$ cat config.mk
export PLATFORM = sky130hd
export DESIGN_NAME = uart_receiver
export DESIGN_NICKNAME = d
export VERILOG_FILES = /design/src/rtl/uart_pkg.sv /design/src/rtl/sync_2ff.sv /design/src/rtl/uart_receiver.sv
export SDC_FILE = /design/constraint.sdc
export NUM_CORES = 1
export LEC_CHECK = 0
export CAP_MARGIN = 20
export CORE_ASPECT_RATIO = 1.25
export CORE_UTILIZATION = 56
export DETAILED_ROUTE_END_ITERATION = 6
export GPL_TIMING_DRIVEN = 0
export PLACE_DENSITY = 0.79
export SYNTH_ARGS = -nofsm -noshare
export SYNTH_HDL_FRONTEND = slang
export SYNTH_SLANG_ARGS = --single-unit
$ cat constraint.sdc
create_clock -name Clock -period 2.4 [get_ports Clock]
set_clock_uncertainty 0.15 [all_clocks]
set_input_delay 0.72 -clock Clock [delete_from_list [all_inputs] [get_ports Clock]]
set_output_delay 0.72 -clock Clock [all_outputs]
set_load 0.1 [all_outputs]
$ cat src/rtl/uart_pkg.sv
// uart_pkg: receiver state encoding and default frame constants, shared with the future uart_transmitter
package uart_pkg;
  typedef enum logic [2:0] {IDLE, START, DATA, PARITY, STOP} rx_state_t;
  localparam int UART_DEFAULT_DATA_BITS = 8;
  localparam int UART_DEFAULT_SAMPLE_RATE = 16;
endpackage

$ cat src/rtl/sync_2ff.sv
// sync_2ff: 1-bit two-flop synchronizer with a parameterised reset value
// Ports: clk, rst_n (sync active-low), d (async input), q (synchronized output)
module sync_2ff #(
  parameter logic RESET_VAL = 1'b1
) (
  input  logic clk,
  input  logic rst_n,
  input  logic d,
  output logic q
);
  logic meta;
  always_ff @(posedge clk) begin
    if (!rst_n) {q, meta} <= {RESET_VAL, RESET_VAL};
    else {q, meta} <= {meta, d};
  end
endmodule

$ cat src/rtl/uart_receiver.sv
// uart_receiver: 16x-oversampled UART receiver, LSB first, start/data/stop framing
// Ports: Clock, ClearN (sync active-low), SampleTick (oversample enable), RxD (async line, idle high),
//        DataOut (last good byte), DataValid / FrameError (one-cycle strobes), Busy (not IDLE)
// Optional UART_RX_PARITY_EN: adds a PARITY state, parameter PARITY_ODD and the ParityError strobe
module uart_receiver
  import uart_pkg::*;
#(
  parameter int DATA_BITS = UART_DEFAULT_DATA_BITS,
  parameter int SAMPLE_RATE = UART_DEFAULT_SAMPLE_RATE
`ifdef UART_RX_PARITY_EN
  , parameter logic PARITY_ODD = 1'b0
`endif
) (
  input  logic                 Clock,
  input  logic                 ClearN,
  input  logic                 SampleTick,
  input  logic                 RxD,
  output logic [DATA_BITS-1:0] DataOut,
  output logic                 DataValid,
  output logic                 FrameError,
  output logic                 Busy
`ifdef UART_RX_PARITY_EN
  , output logic               ParityError
`endif
);
  localparam int TW = $clog2(SAMPLE_RATE);
  localparam int BW = $clog2(DATA_BITS + 1);
  localparam logic [TW-1:0] MID = TW'(SAMPLE_RATE / 2 - 1);
  localparam logic [TW-1:0] LAST = TW'(SAMPLE_RATE - 1);
  localparam logic [BW-1:0] LAST_BIT = BW'(DATA_BITS - 1);
`ifdef UART_RX_PARITY_EN
  localparam rx_state_t AFTER_DATA = PARITY;
`else
  localparam rx_state_t AFTER_DATA = STOP;
`endif
  rx_state_t state;
  logic [TW-1:0] tick;
  logic [BW-1:0] bit_cnt;
  logic [DATA_BITS-1:0] shreg;
  logic rxs, par_err, good;
  sync_2ff #(.RESET_VAL(1'b1)) u_sync (.clk(Clock), .rst_n(ClearN), .d(RxD), .q(rxs));
`ifdef UART_RX_PARITY_EN
  logic par_bit;
  assign par_err = par_bit != (^shreg ^ PARITY_ODD);
`else
  assign par_err = 1'b0;
`endif
  assign good = rxs && !par_err;
  assign Busy = state != IDLE;
  // Every sample point sits on tick count LAST after aligning to the start-bit midpoint,
  // so the STOP decision (and the return to IDLE) lands mid stop bit.
  always_ff @(posedge Clock) begin
    if (!ClearN) begin
      state <= IDLE;
      tick <= '0;
      bit_cnt <= '0;
      shreg <= '0;
      DataOut <= '0;
      DataValid <= 1'b0;
      FrameError <= 1'b0;
`ifdef UART_RX_PARITY_EN
      ParityError <= 1'b0;
      par_bit <= 1'b0;
`endif
    end else begin
      DataValid <= 1'b0;
      FrameError <= 1'b0;
`ifdef UART_RX_PARITY_EN
      ParityError <= 1'b0;
`endif
      if (SampleTick) begin
        case (state)
          IDLE: if (!rxs) begin
            state <= START;
            tick <= '0;
          end
          START: if (tick == MID) begin
            state <= rxs ? IDLE : DATA;
            tick <= '0;
            bit_cnt <= '0;
          end else tick <= tick + 1'b1;
          DATA: if (tick == LAST) begin
            tick <= '0;
            shreg <= {rxs, shreg[DATA_BITS-1:1]};
            bit_cnt <= bit_cnt + 1'b1;
            if (bit_cnt == LAST_BIT) state <= AFTER_DATA;
          end else tick <= tick + 1'b1;
`ifdef UART_RX_PARITY_EN
          PARITY: if (tick == LAST) begin
            tick <= '0;
            par_bit <= rxs;
            state <= STOP;
          end else tick <= tick + 1'b1;
`endif
          STOP: if (tick == LAST) begin
            tick <= '0;
            state <= IDLE;
            DataValid <= good;
            FrameError <= !rxs;
`ifdef UART_RX_PARITY_EN
            ParityError <= par_err;
`endif
            if (good) DataOut <= shreg;
          end else tick <= tick + 1'b1;
          default: state <= IDLE;
        endcase
      end
    end
  end
endmodule

==> metrics.cfg, run 1 <==
[logic_synthesis]
synth-warning-count=0
number_of_storage_elements_in_the_synthesis_netlist=31
mappedNetlistNets=151
syn-cell-area_mm2=0.00138
yosys.cell_types.count=38
post_synth.cell_area_avg_um2=9.52
synthFlopType=sky130_fd_sc_hd__dfxtp_1
post_synthesis_async_set_or_reset_flop_share_pct=0
yosys.area.top_type=sky130_fd_sc_hd__dfxtp_1
synth-edff-count=0
yosys.cell_count.top_type=sky130_fd_sc_hd__dfxtp_1
synth_top_area_cells=sky130_fd_sc_hd__dfxtp_1 (45%), sky130_fd_sc_hd__mux2i_1 (12%), sky130_fd_sc_hd__nor2_1 (6.5%)
ranking_of_synthesized_cells_by_instance_count=sky130_fd_sc_hd__dfxtp_1 (31), sky130_fd_sc_hd__nor2_1 (24), sky130_fd_sc_hd__mux2i_1 (17), sky130_fd_sc_hd__nand2_1 (6), sky130_fd_sc_hd__o21ai_0 (5)
syn_inst_count=145
synthDominantCellAreaShare_pct=45.0
seq_area_frac_synth_pct=45.0

[clocking]
clock-root-buffer=sky130_fd_sc_hd__clkbuf_4
tritoncts.num_buffers=5
htree_num_levels=2
tritoncts=built
cts.reportedPaths.clkPinSlew_ns=0.10
numClockSinks=31
latest_clock_arrival_within_the_worst_skew_pair_ns=0.33
post_cts.repair.setup_buffers=0
cts.hold.buffers_added=0
clock_tree.buffer_depth=2

[worst_setup_path]
crit-reg2reg-launch=state[1]
worst_r2r_path_depth=6
critical-path-max-stage-delay_ns=0.84
worstPathBufferInverterCount=1
cp_max_fo=1
setup.worst_path.start=DataValid
critical-path-top-delay-family=buffers and inverters
cp-start-kind=flip-flop
critical_path_depth=1
cp-endpoint=DataValid
critical_path.slowest_cell=sky130_fd_sc_hd__dlygate4sd2_1
worstPathArrival_ns=1.49
r2r_end=shreg[2]
worst-setup-path-type=reg -> out
worstPathRequired_ns=1.53
worstSetupEndpointType=output port
r2r_slack_ns=0.45
worstPathCellList=dlygate4sd2_1

[power_and_ir_drop]
part_of_the_total_power_dissipated_in_sequential_elements_pct=59.8
power.ir.vdd_worst_mv=0.418
report.power.total_w=0.000865
power.net_switching_w=0.000200
internal_power_w=0.000665
power_per_cell_area_mw_per_mm2=544
p_sw_share_pct=23.1
clock_power_share_pct=35.9
leakage_nw=0.654
p_comb_share_pct=4.3

[detailed_routing]
total_number_of_vias=1108
drt-initial-drc-count=22
route.detailed.vias_per_inst=5.62
router_iterations_before_antenna_repair=4
detail_route.wirelength_um=2720
routed_wire_length_per_instance_um=13.8
drc=0
detail-route-antenna-nets=0

[sta]
worstMarginPinSlew_ns=0.948
max_freq_ghz=0.424
final_min_period_over_clock_period_pct=98.2
final-setup-viol-count=0
final_period_minus_worst_setup_slack_ns=2.36
finalSetupTns_ns=0
hold_viol_final=0
postLayoutSetupSlackWorst_ns=0.0433
rsz0062_at_grt=no
final-max-slew-violation-count=0
normalized_max_slew_margin_pct=37.0

[cells_and_area]
antenna_cells=0
layoutNonFillerInstCount=197
area_growth_from_synthesis_to_final_layout_pct=15.1
drive_above_1_share_pct=13.3
finalCoreUtilization_pct=70.4
nNetsFinal=172

[global_routing]
grt_antenna_before_repair=0
grt_use_total_pct=24.2
vias_in_the_first_global_route=1070
grt_first_pass_wirelength_um=4620
gr-total-overflow=0
pin_count_of_the_biggest_net_entering_global_routing=11

[floorplanning]
coreArea_mm2=0.00226
fp.dieArea_mm2=0.00267
rows=19
design.portCount=15
die_height_um=57.5
fp.dieW_um=46.4
floorplan.initialDensity_pct=61.1

[placement]
placement.setup.worst_slack_ns=-0.320
dpl.hpwl_um=1820
numPortBuffers=14
place_congestion=0.823
dpl.cell_count=190

[hold_path]
hp_class=reg -> reg
whs_path_depth=1

[flow_run]
cap_violations=0

[status]
outcome=complete, no violations

## repair_timing
action,in CTS,in global routing
endpoints found under the setup margin,11,7
gates cloned,0,0
resized for setup,19,12
## metrics by stage
| stage | hold slack [ns] | area, µm² |
|---|---|---|
| 5_1_grt | 0.307 | 1590 |
| 4_1_cts | 0.283 | 1610 |
| 3_3_place_gp | 0.241 | 1560 |
| 3_5_place_dp | 0.253 | 1560 |
| 2_1_floorplan | 0.236 | 1380 |
| 6_report | 0.279 | 1590 |
## layer usage
metal | track usage, % | vias up | wire (µm)
li1 | - | 551 | -
met1 | 26.7 | 524 | 1140
met2 | 39.3 | 28 | 1410
met3 | 6.96 | 5 | 114
met4 | 14.7 | 0 | 53
met5 | 0 | - | 0
## layout by cell type, fill, tap and decap left out, types with 3 or more instances in the layout
cell	netlist	final
sky130_fd_sc_hd__clkdlybuf4s50_1	0	3
sky130_fd_sc_hd__a21oi_1	3	3
sky130_fd_sc_hd__xnor2_1	4	4
sky130_fd_sc_hd__o21ai_0	5	5
sky130_fd_sc_hd__clkbuf_4	0	5
sky130_fd_sc_hd__clkbuf_2	0	5
sky130_fd_sc_hd__mux2i_1	17	17
sky130_fd_sc_hd__inv_1	4	4
sky130_fd_sc_hd__and3_1	4	4
sky130_fd_sc_hd__nand3_1	3	3
sky130_fd_sc_hd__buf_6	2	3
sky130_fd_sc_hd__clkdlybuf4s15_1	0	3
sky130_fd_sc_hd__nand2_1	6	6
sky130_fd_sc_hd__nor2_1	24	24
sky130_fd_sc_hd__clkbuf_1	3	3
sky130_fd_sc_hd__nand4_1	3	3
sky130_fd_sc_hd__nand2b_1	3	3
sky130_fd_sc_hd__dfxtp_1	31	31
sky130_fd_sc_hd__nor3b_1	3	3
## worst min-delay path by stage
stage,startpoint,to,slack [ns]
floorplan,u_sync.meta,u_sync.q,0.24
global placement,u_sync.meta,u_sync.q,0.24
detailed placement,u_sync.meta,u_sync.q,0.25
CTS,u_sync.meta,u_sync.q,0.28
global route,u_sync.meta,u_sync.q,0.31
finish,u_sync.meta,u_sync.q,0.28
## final cells by class
| type | count | area (µm²) |
|---|---|---|
| buffer | 9 | 58.8 |
| inverter | 4 | 15.0 |
| clock buffer | 6 | 51.3 |
| sequential | 31 | 621 |
| timing repair buffer | 14 | 114 |
| clock inverter | 1 | 5.00 |
| fill | 193 | 669 |
| multi-input combinational | 101 | 686 |
| tap | 31 | 38.8 |
## cells by family after synthesis
group	synth area share, %
AO/OA/AOI/OAI	11.7
flip-flops	45.0
XOR/XNOR	3.17
adder cells (fa/ha/maj)	1.81
buffers and inverters	5.35
multiplexers	12.3
AND/OR/NAND/NOR	20.7
## state kept, by name (all words and copies together), names as in the netlist
register / flops
bit_cnt: 4
state: 3
FrameError: 1
u_sync.q: 1
shreg: 8
DataOut: 8
u_sync.meta: 1
tick: 4
DataValid: 1
## power groups by stage
| stage | Combinational, W | Sequential [W] | Clock [W] |
|---|---|---|---|
| after floorplan | 0.0000234 | 0.000529 | 0 |
| after global placement | 0.0000355 | 0.000529 | 0 |
| after detailed placement | 0.0000364 | 0.000529 | 0 |
| after CTS | 0.0000367 | 0.000517 | 0.000317 |
| after global routing | 0.0000401 | 0.000517 | 0.000334 |
| final | 0.0000372 | 0.000517 | 0.000311 |
## worst register-to-register path, stage by stage, from the launching register on
cell	delay [ns]
sky130_fd_sc_hd__dfxtp_1	0.32
sky130_fd_sc_hd__buf_4	0.15
sky130_fd_sc_hd__nor3b_1	0.48
sky130_fd_sc_hd__and3_1	0.26
sky130_fd_sc_hd__buf_4	0.19
sky130_fd_sc_hd__mux2i_1	0.20
sky130_fd_sc_hd__nor2_1	0.07
(Power assumes the default switching activity.)
==> run 2, diff against run 1 <==
ABC_CLOCK_PERIOD_IN_PS = 2400   (was not set)
HOLD_SLACK_MARGIN = 0.08   (was not set)
==> results of run 2 <==
No change in the layout: final DEF, timing and power equal those of run 1.
